--- config.mk ---
export PLATFORM = sky130hd
export DESIGN_NAME = passcode_controller_flat
export DESIGN_NICKNAME = d
export VERILOG_FILES = /design/src/rtl/passcode_if.sv /design/src/rtl/passcode_controller.sv /design/src/flat_wrapper.sv
export SDC_FILE = /design/constraint.sdc
export NUM_CORES = 1
export LEC_CHECK = 0
export CORE_MARGIN = 8
export CORE_UTILIZATION = 62
export CTS_BUF_LIST = sky130_fd_sc_hd__clkbuf_4 sky130_fd_sc_hd__clkbuf_8
export DETAILED_ROUTE_END_ITERATION = 16
export GPL_ROUTABILITY_DRIVEN = 0
export MAX_ROUTING_LAYER = met4
export PLACE_DENSITY = 0.9
export SYNTH_ARGS = -nofsm -noshare
export SYNTH_HDL_FRONTEND = slang
export SYNTH_SLANG_ARGS = --single-unit
--- constraint.sdc ---
create_clock -name clk -period 3.4 [get_ports clk]
set_clock_uncertainty 0.05 [all_clocks]
set_input_delay 0.68 -clock clk [delete_from_list [all_inputs] [get_ports clk]]
set_output_delay 0.68 -clock clk [all_outputs]
set_load 0.05 [all_outputs]
--- src/rtl/passcode_if.sv ---
// Keypad-to-controller bundle for the laser alarm passcode controller.
// master: keypad/system side driving strobes; slave: the controller.
interface passcode_if;
    logic       digit_valid;
    logic [3:0] digit;
    logic       enter;
    logic       clear;
    logic       prog_req;
    logic       program_en;
    logic       passcode_correct;
    logic       passcode_wrong;
    logic       code_updated;
    logic       locked_out;
    logic [2:0] digit_count;
    logic [1:0] fail_count;
    logic [7:0] lockout_secs;

    modport master (
        output digit_valid, digit, enter, clear, prog_req, program_en,
        input  passcode_correct, passcode_wrong, code_updated, locked_out,
               digit_count, fail_count, lockout_secs
    );

    modport slave (
        input  digit_valid, digit, enter, clear, prog_req, program_en,
        output passcode_correct, passcode_wrong, code_updated, locked_out,
               digit_count, fail_count, lockout_secs
    );
endinterface

--- src/rtl/passcode_controller.sv ---
// Keypad passcode controller: digit entry, code verification, timed lockout
// after repeated failures and a verified two-step code change.
module passcode_controller #(
    parameter int              DIGITS       = 4,
    parameter int              CLK_HZ       = 50000000,
    parameter int              MAX_TRIES    = 3,
    parameter int              LOCKOUT_S    = 10,
    parameter logic [DIGITS*4-1:0] DEFAULT_CODE = 16'h1234
) (
    input logic       clk,
    input logic       rst,
    passcode_if.slave bus
);
    localparam int CW = DIGITS * 4;
    localparam int PW = (CLK_HZ > 1) ? $clog2(CLK_HZ) : 1;

    localparam logic [2:0] ST_ENTRY     = 3'd0;
    localparam logic [2:0] ST_CHECK     = 3'd1;
    localparam logic [2:0] ST_PROG_NEW  = 3'd2;
    localparam logic [2:0] ST_PROG_CONF = 3'd3;
    localparam logic [2:0] ST_LOCKOUT   = 3'd4;

    logic [2:0]    state;
    logic          auth_mode;
    logic [CW-1:0] buffer;
    logic [CW-1:0] stored_code;
    logic [CW-1:0] new_code;
    logic [2:0]    count_q;
    logic [1:0]    fail_q;
    logic [7:0]    secs_q;
    logic [PW-1:0] prescaler;
    logic          correct_q;
    logic          wrong_q;
    logic          updated_q;
    logic          locked_q;

    // prog_req only counts as a strobe when a code change is allowed; this
    // also decides whether it outranks a same-cycle digit.
    logic       prog_eff;
    logic       buf_full;
    logic       digit_ok;
    logic       match_stored;
    logic       match_new;
    logic       prescaler_wrap;
    logic [1:0] fail_next;

    assign prog_eff       = bus.prog_req & bus.program_en;
    assign buf_full       = (count_q == 3'(DIGITS));
    assign digit_ok       = bus.digit_valid & ~bus.clear & ~bus.enter & ~prog_eff
                          & (bus.digit <= 4'd9) & ~buf_full;
    assign match_stored   = buf_full && (buffer == stored_code);
    assign match_new      = buf_full && (buffer == new_code);
    assign prescaler_wrap = (prescaler == PW'(CLK_HZ - 1));
    assign fail_next      = fail_q + 2'd1;

    // NOTE: every register here, stored_code included, is plain flops rather
    // than a RAM, so all of it can take the asynchronous reset value.
    always_ff @(posedge clk or posedge rst) begin
        if (rst) begin
            state       <= ST_ENTRY;
            auth_mode   <= 1'b0;
            buffer      <= '0;
            stored_code <= DEFAULT_CODE;
            new_code    <= '0;
            count_q     <= '0;
            fail_q      <= '0;
            secs_q      <= '0;
            prescaler   <= '0;
            correct_q   <= 1'b0;
            wrong_q     <= 1'b0;
            updated_q   <= 1'b0;
            locked_q    <= 1'b0;
        end else begin
            // NOTE: non-blocking assignments throughout, so every branch reads
            // the pre-edge register values; the later writes below override
            // these pulse defaults.
            correct_q <= 1'b0;
            wrong_q   <= 1'b0;
            updated_q <= 1'b0;

            case (state)
                ST_ENTRY: begin
                    if (bus.clear) begin
                        buffer  <= '0;
                        count_q <= '0;
                    end else if (bus.enter) begin
                        state     <= ST_CHECK;
                        auth_mode <= 1'b0;
                    end else if (prog_eff) begin
                        state     <= ST_CHECK;
                        auth_mode <= 1'b1;
                    end else if (digit_ok) begin
                        buffer  <= {buffer[CW-5:0], bus.digit};
                        count_q <= count_q + 3'd1;
                    end
                end

                ST_CHECK: begin
                    buffer  <= '0;
                    count_q <= '0;
                    if (match_stored) begin
                        fail_q <= '0;
                        if (auth_mode) begin
                            state <= ST_PROG_NEW;
                        end else begin
                            correct_q <= 1'b1;
                            state     <= ST_ENTRY;
                        end
                    end else begin
                        wrong_q <= 1'b1;
                        fail_q  <= fail_next;
                        if (fail_next == 2'(MAX_TRIES)) begin
                            state     <= ST_LOCKOUT;
                            secs_q    <= 8'(LOCKOUT_S);
                            prescaler <= '0;
                            locked_q  <= 1'b1;
                        end else begin
                            state <= ST_ENTRY;
                        end
                    end
                end

                ST_PROG_NEW, ST_PROG_CONF: begin
                    if (!bus.program_en || bus.clear) begin
                        // Silent abort: drop everything typed so far.
                        buffer   <= '0;
                        count_q  <= '0;
                        new_code <= '0;
                        state    <= ST_ENTRY;
                    end else if (bus.enter) begin
                        buffer  <= '0;
                        count_q <= '0;
                        if (state == ST_PROG_NEW && buf_full) begin
                            new_code <= buffer;
                            state    <= ST_PROG_CONF;
                        end else begin
                            if (state == ST_PROG_CONF && match_new) begin
                                stored_code <= new_code;
                                updated_q   <= 1'b1;
                            end else begin
                                wrong_q <= 1'b1;
                            end
                            new_code <= '0;
                            state    <= ST_ENTRY;
                        end
                    end else if (digit_ok) begin
                        buffer  <= {buffer[CW-5:0], bus.digit};
                        count_q <= count_q + 3'd1;
                    end
                end

                ST_LOCKOUT: begin
                    if (prescaler_wrap) begin
                        prescaler <= '0;
                        secs_q    <= secs_q - 8'd1;
                        if (secs_q == 8'd1) begin
                            fail_q   <= '0;
                            locked_q <= 1'b0;
                            state    <= ST_ENTRY;
                        end
                    end else begin
                        prescaler <= prescaler + PW'(1);
                    end
                end

                default: state <= ST_ENTRY;
            endcase
        end
    end

    assign bus.passcode_correct = correct_q;
    assign bus.passcode_wrong   = wrong_q;
    assign bus.code_updated     = updated_q;
    assign bus.locked_out       = locked_q;
    assign bus.digit_count      = count_q;
    assign bus.fail_count       = fail_q;
    assign bus.lockout_secs     = secs_q;
endmodule

--- src/flat_wrapper.sv ---
// flat-port wrapper written by rule: the top's interface ports become plain ports
module passcode_controller_flat 
#(
    parameter int              DIGITS       = 4,
    parameter int              CLK_HZ       = 50000000,
    parameter int              MAX_TRIES    = 3,
    parameter int              LOCKOUT_S    = 10,
    parameter logic [DIGITS*4-1:0] DEFAULT_CODE = 16'h1234
)
  (clk, rst, bus_digit_valid, bus_digit, bus_enter, bus_clear, bus_prog_req, bus_program_en, bus_passcode_correct, bus_passcode_wrong, bus_code_updated, bus_locked_out, bus_digit_count, bus_fail_count, bus_lockout_secs);
  passcode_if bus_i ();
  input logic clk;
  input logic rst;
  input wire logic [$bits(bus_i.digit_valid)-1:0] bus_digit_valid;
  input wire logic [$bits(bus_i.digit)-1:0] bus_digit;
  input wire logic [$bits(bus_i.enter)-1:0] bus_enter;
  input wire logic [$bits(bus_i.clear)-1:0] bus_clear;
  input wire logic [$bits(bus_i.prog_req)-1:0] bus_prog_req;
  input wire logic [$bits(bus_i.program_en)-1:0] bus_program_en;
  output wire logic [$bits(bus_i.passcode_correct)-1:0] bus_passcode_correct;
  output wire logic [$bits(bus_i.passcode_wrong)-1:0] bus_passcode_wrong;
  output wire logic [$bits(bus_i.code_updated)-1:0] bus_code_updated;
  output wire logic [$bits(bus_i.locked_out)-1:0] bus_locked_out;
  output wire logic [$bits(bus_i.digit_count)-1:0] bus_digit_count;
  output wire logic [$bits(bus_i.fail_count)-1:0] bus_fail_count;
  output wire logic [$bits(bus_i.lockout_secs)-1:0] bus_lockout_secs;
  assign bus_i.digit_valid = bus_digit_valid;
  assign bus_i.digit = bus_digit;
  assign bus_i.enter = bus_enter;
  assign bus_i.clear = bus_clear;
  assign bus_i.prog_req = bus_prog_req;
  assign bus_i.program_en = bus_program_en;
  assign bus_passcode_correct = bus_i.passcode_correct;
  assign bus_passcode_wrong = bus_i.passcode_wrong;
  assign bus_code_updated = bus_i.code_updated;
  assign bus_locked_out = bus_i.locked_out;
  assign bus_digit_count = bus_i.digit_count;
  assign bus_fail_count = bus_i.fail_count;
  assign bus_lockout_secs = bus_i.lockout_secs;
  passcode_controller #(.DIGITS(DIGITS), .CLK_HZ(CLK_HZ), .MAX_TRIES(MAX_TRIES), .LOCKOUT_S(LOCKOUT_S), .DEFAULT_CODE(DEFAULT_CODE)) u_core (.clk(clk), .rst(rst), .bus(bus_i));
endmodule
* After elaboration in Yosys (flattened, before gate mapping)
Index checks and enable logic that the tools add are counted.
Operators by class: $lt $le $gt $ge 1, shift operators 0, bitwise gates (word level) 12, muxes and demuxes 62, reductions and logical operators 21, divide/modulo/power cells 0, add/subtract/negate cells 4, multipliers 0, equality and inequality tests 19
Operators with widths (count):
- 2-to-1 mux 16 bit | 9
- 2-to-1 mux 26 bit | 3
- one-hot mux 26 bit (2 select lines) | 1
- one-hot mux 16 bit (3 select lines) | 1
- 2-to-1 mux 3 bit | 15
- equality test 16 bit | 2
- adder 26 x 1 -> 26 bit, second input constant | 1
- equality test 26 bit, second input constant | 1
- 2-to-1 mux 8 bit | 3
- 2-to-1 mux 1 bit | 19
- one-hot mux 8 bit (2 select lines) | 1
- AND reduction 5 bit | 3
- one-hot mux 3 bit (4 select lines) | 1
- AND reduction 3 bit | 4
- 2-to-1 mux 2 bit | 5
- one-hot mux 3 bit (3 select lines) | 1
- equality test 8 x 1 -> 1 bit, second input constant | 1
- subtractor 8 x 1 -> 8 bit, second input constant | 1
- bitwise AND 1 bit | 6
- equality test 3 x 2 -> 1 bit, second input constant | 2
- equality test 3 bit, second input constant | 2
- inequality test 2 x 1 -> 1 bit, second input constant | 3
- inequality test 3 x 2 -> 1 bit, second input constant | 2
- inequality test 3 bit, second input constant | 2
- other kinds (18) | 30
Word-level totals: word-level logic and storage cells 132, bits of input ports 11, memory bits (read-only) 0, latch bits 0, memory bits (writable) 0, register bits 95, memories 0, output and inout port bits 17

* Depth between registers and ports, before layout
depth after elaboration 11, mapped depth 10, gate-level depth less buffers 8

* Least setup slack after synthesis
OpenSTA, ideal clock, no wires.
path type register to register, start reg u_core.count_q[0] (netlist: u_core.bus.digit_count[0]), end reg u_core.stored_code[0], data arrival time 2338 ps, data required time 3225 ps, path buffers 1, setup slack 887 ps, library setup time 125 ps, clock period less this slack 2513 ps, stages on the path, launching flop included 8, cell sequence dfrtp_1 -> inv_1 -> ha_1 -> nand2_1 -> o211ai_1 -> nor4_4 -> buf_2 -> mux2_2
On the way: cells in the longest elaborated chain, start to end 4, elaborated cells between the ends (all ways) 6, classes of those cells eq/ne: 1; bitwise: 1; reduce/logical: 4
Ends and longest elaborated chain:
- start, declared | line passcode_controller.sv:28 | logic [2:0] count_q;
- start signal, assigned | line passcode_controller.sv:94 | count_q <= count_q + 3'd1;
- start signal, assigned | line passcode_controller.sv:148 | count_q <= count_q + 3'd1;
- equality test 3 bit * | line passcode_controller.sv:48 | assign buf_full = (count_q == 3'(DIGITS));
- logical AND 1 bit (on tied branches) | line passcode_controller.sv:52, passcode_controller.sv:133
- logical AND 1 bit / inverter 1 bit (equally long branches)
- AND reduction 5 bit (no source line) *
- end signal, assigned | line passcode_controller.sv:138 | stored_code <= new_code;
- end, declared | line passcode_controller.sv:26 | logic [CW-1:0] stored_code;
Mark *: on every way between the ends. The rest lies on a longest branch, timed or not. A chain may end at the register's enable or synchronous reset.

* Worst setup path in the final report
start in bus_program_en, end reg u_core.stored_code[1]
On the way: cells in the longest elaborated chain, start to end 4
Ends and longest elaborated chain:
- start, declared | line flat_wrapper.sv:19 | input wire logic [$bits(bus_i.program_en)-1:0] bus_program_en;
- logical NOT 1 bit | line passcode_controller.sv:124 | if (!bus.program_en || bus.clear) begin
- logical OR 1 bit | line passcode_controller.sv:124
- inverter 1 bit (no source line)
- AND reduction 5 bit (no source line)
Every way passes these cells.

==> out/metrics.yaml <==
root_buffer: "clkbuf_8"
ctsHoldBuffers: 0
multiInputGateArea_um2: 2300
clk_pin_slew_worst_paths_ns: 0.09
placeableCoreArea_um2: 7610
wl_um: 11000
synth_top_area_cell: "dfrtp_1"
die-area_um2: 10800
clk_path_buf_depth: 2
grt.overflow.total: 0
via_per_inst: 6.42
place_inst: 587
yosysWarnings: 0
grtUsageMet1: 0.266
dr_total_vias: 3873
status: "finished, final reports clean"
synth_fa_ha_area_frac: 0.0156
stdcell_area_um2: 5450
first_iter_violations: 244
grt_setup_unrepaired: "false"
fin_crit_sh: 0.750
synth_xor_area_frac: 0.0655
antenna_found_initial: 0
synthCells: 465
synth_seq_cells: 95
synth_edf_count: 0
synthArstFlopShare: 1.00
min_path_type: "reg2reg"
fin_util: 0.716
synth_top_area_share: 0.468
required_ns: 3.60
dr.pass1.iters: 5
avgSynthCellArea_um2: 10.4
cts_tree: "yes"
period_minus_slack_ns: 2.55
drive_gt1_frac: 0.116
cts.sinks: 95
regArea_um2: 2380
critical_path_arrival_ns: 2.75
grt_pass1_wl_um: 18600
cp-start-kind: "input pin"
htreeDepth: 3
relSlewSlack: 0.322
final.fill_count: 510
grt_max_degree: 53
met2_usage: 0.328
final_nets: 513
drc_errors: 0
start_util: 0.633
grt.busiest_layer: "met2"
postCtsSetupRepairBufs: 0
synth-main-ff-cell: "dfrtp_1"
endpoint_kind: "register"
synth_top_family_by_area: "simple AND/OR/NAND/NOR gates"
synth_cell_types: 52
setup_viol: 0
synth_fp_nets: 482
power.leakage_nw: 2.61
die_x_um: 104
drv_slew: 0
ys_seq_area_frac: 0.495
dpl_cell_area_um2: 5210
tritoncts.num_buffers: 9
setup_slack_ns: 0.850
pin_count: 28
rows: 32
ir_worst_vdd_uv: 286
tightest_slew_ns: 1.01
reg2reg_slack_ns: 0.87
drv_cap: 0
final-instance-count-excl-fill: 603
clk_latency_ns: 0.37
netlist_area_um2: 4810
worstHoldPathCells: 1
port_buffers: 27
critPathKind: "in2reg"
syn_to_final_growth_pct: 13.1
wl_per_cell_um: 18.3
diodes: 0
grt_pass1_vias: 3820
hold_viol: 0
setup_tns_ns: 0
whs_ns: 0.469
grtUsageTotal: 0.212
yosys.area_share.simple: 0.191
cts_resized: 0
dpl.hpwl_um: 7610
synth_compound_area_frac: 0.126
power_density_nw_per_um2: 576
post-place-ws_ns: 0.557
crit_fanout: 17
synthMuxAreaShare: 0.0793
final_antenna_net_count: 0
power.total_mw: 3.14
rr_worst_depth: 6
synthTopCellsByArea: "dfrtp_1, xor2_1, mux2i_1"
max_clock_freq_ghz: 0.392
die_h_um: 104
grt.met3_usage: 0.0421
[layout make-up]
class,count,share of cell area
multi-input cells,340,0.423
inverters,16,0.0113
well taps,102,0.0234
flip-flops and latches,95,0.438
repair buffers,34,0.0616
clock buffers,10,0.0253
clock inverters,6,0.0179
[placed cells by master, fill, tap and decap left out, types with 3 or more instances in the layout]
master | synthesis | layout
nor2_1 | 49 | 49
a21oi_1 | 19 | 19
clkdlybuf4s50_1 | 0 | 27
ha_1 | 6 | 6
inv_1 | 16 | 15
mux2_2 | 16 | 16
o211ai_1 | 3 | 3
a21o_1 | 3 | 3
nand4_1 | 9 | 9
a31oi_1 | 7 | 7
dfrtp_1 | 90 | 90
nor4_1 | 10 | 10
or4_1 | 10 | 10
o31ai_1 | 10 | 10
or2_2 | 3 | 3
clkbuf_8 | 0 | 10
o21ai_0 | 24 | 24
buf_4 | 0 | 6
nor4_4 | 3 | 3
and3_1 | 6 | 6
mux2i_1 | 19 | 19
xnor2_1 | 10 | 10
nor3_1 | 11 | 10
xor2_1 | 26 | 26
inv_6 | 0 | 3
or3_1 | 3 | 3
dfstp_2 | 5 | 5
nand2_1 | 33 | 33
and4_1 | 3 | 3
a22o_1 | 17 | 17
nand3_1 | 17 | 17
[per-layer routing]
metal,vias up,share of wire
met1,1936,0.43
li1,1754,-
met2,149,0.48
met4,0,0.027
met3,34,0.059
met5,-,0
[state kept, by name (all words and copies together) (netlist names)]
| register | flops |
|---|---|
| u_core.stored_code | 16 |
| u_core.bus.digit_count | 3 |
| u_core.bus.passcode_wrong | 1 |
| u_core.bus.locked_out | 1 |
| u_core.state | 3 |
| u_core.bus.fail_count | 2 |
| u_core.prescaler | 26 |
| u_core.buffer | 16 |
| u_core.bus.passcode_correct | 1 |
| u_core.auth_mode | 1 |
| u_core.new_code | 16 |
| u_core.bus.code_updated | 1 |
| u_core.bus.lockout_secs | 8 |
[path summary, 6_finish.rpt]
kind	start	endpoint
setup reg to reg	u_core.prescaler[16]	u_core.bus.lockout_secs[5]
hold / removal	u_core.prescaler[3]	u_core.prescaler[3]
hold reg to reg	u_core.prescaler[3]	u_core.prescaler[3]
min in group asynchronous	rst	u_core.buffer[7]
max in group asynchronous	rst	u_core.buffer[15]
setup / recovery	bus_program_en	u_core.stored_code[1]
[report_power, final]
part	internal (mW)	switching (mW)	total [mW]
clock network	0.448	0.423	0.871
logic	0.300	0.633	0.933
registers	1.22	0.117	1.33
total	1.97	1.17	3.14
[worst max-delay path: stages]
cell             delay (ns)
clkdlybuf4s50_1        0.51
nand2_1                0.08
nor3_1                 0.22
o211ai_1               0.23
nor4_4                 0.34
buf_4                  0.31
mux2_2                 0.37
[cells by family (layout without fill, tap and decap cells)]
group,Yosys count,in the layout
xor gates and xnor gates,36,36
buffers and inverters,30,66
muxes,36,36
DFF,95,95
adders and majority gates,6,6
and+or+nand+nor,170,170
AOI/OAI and AO/OA,92,92
[synth_stat cells, drive strengths merged (2+ instances only)]
master,n
and4,3
xor2,26
buf,7
mux2i,19
a21o,4
nor3b,2
a22o,17
a21oi,20
o211ai,3
mux2,17
or4,11
or3,3
a31oi,7
xnor2,10
nand3,17
ha,6
nor2,49
or2,3
dfstp,5
o31ai,10
and2,3
o21ai,24
and3,7
inv,16
nor4,13
dfrtp,90
nor3,11
clkbuf,7
a41o,2
nand4,9
nand2,33
Power figures use the tool's default switching activity.
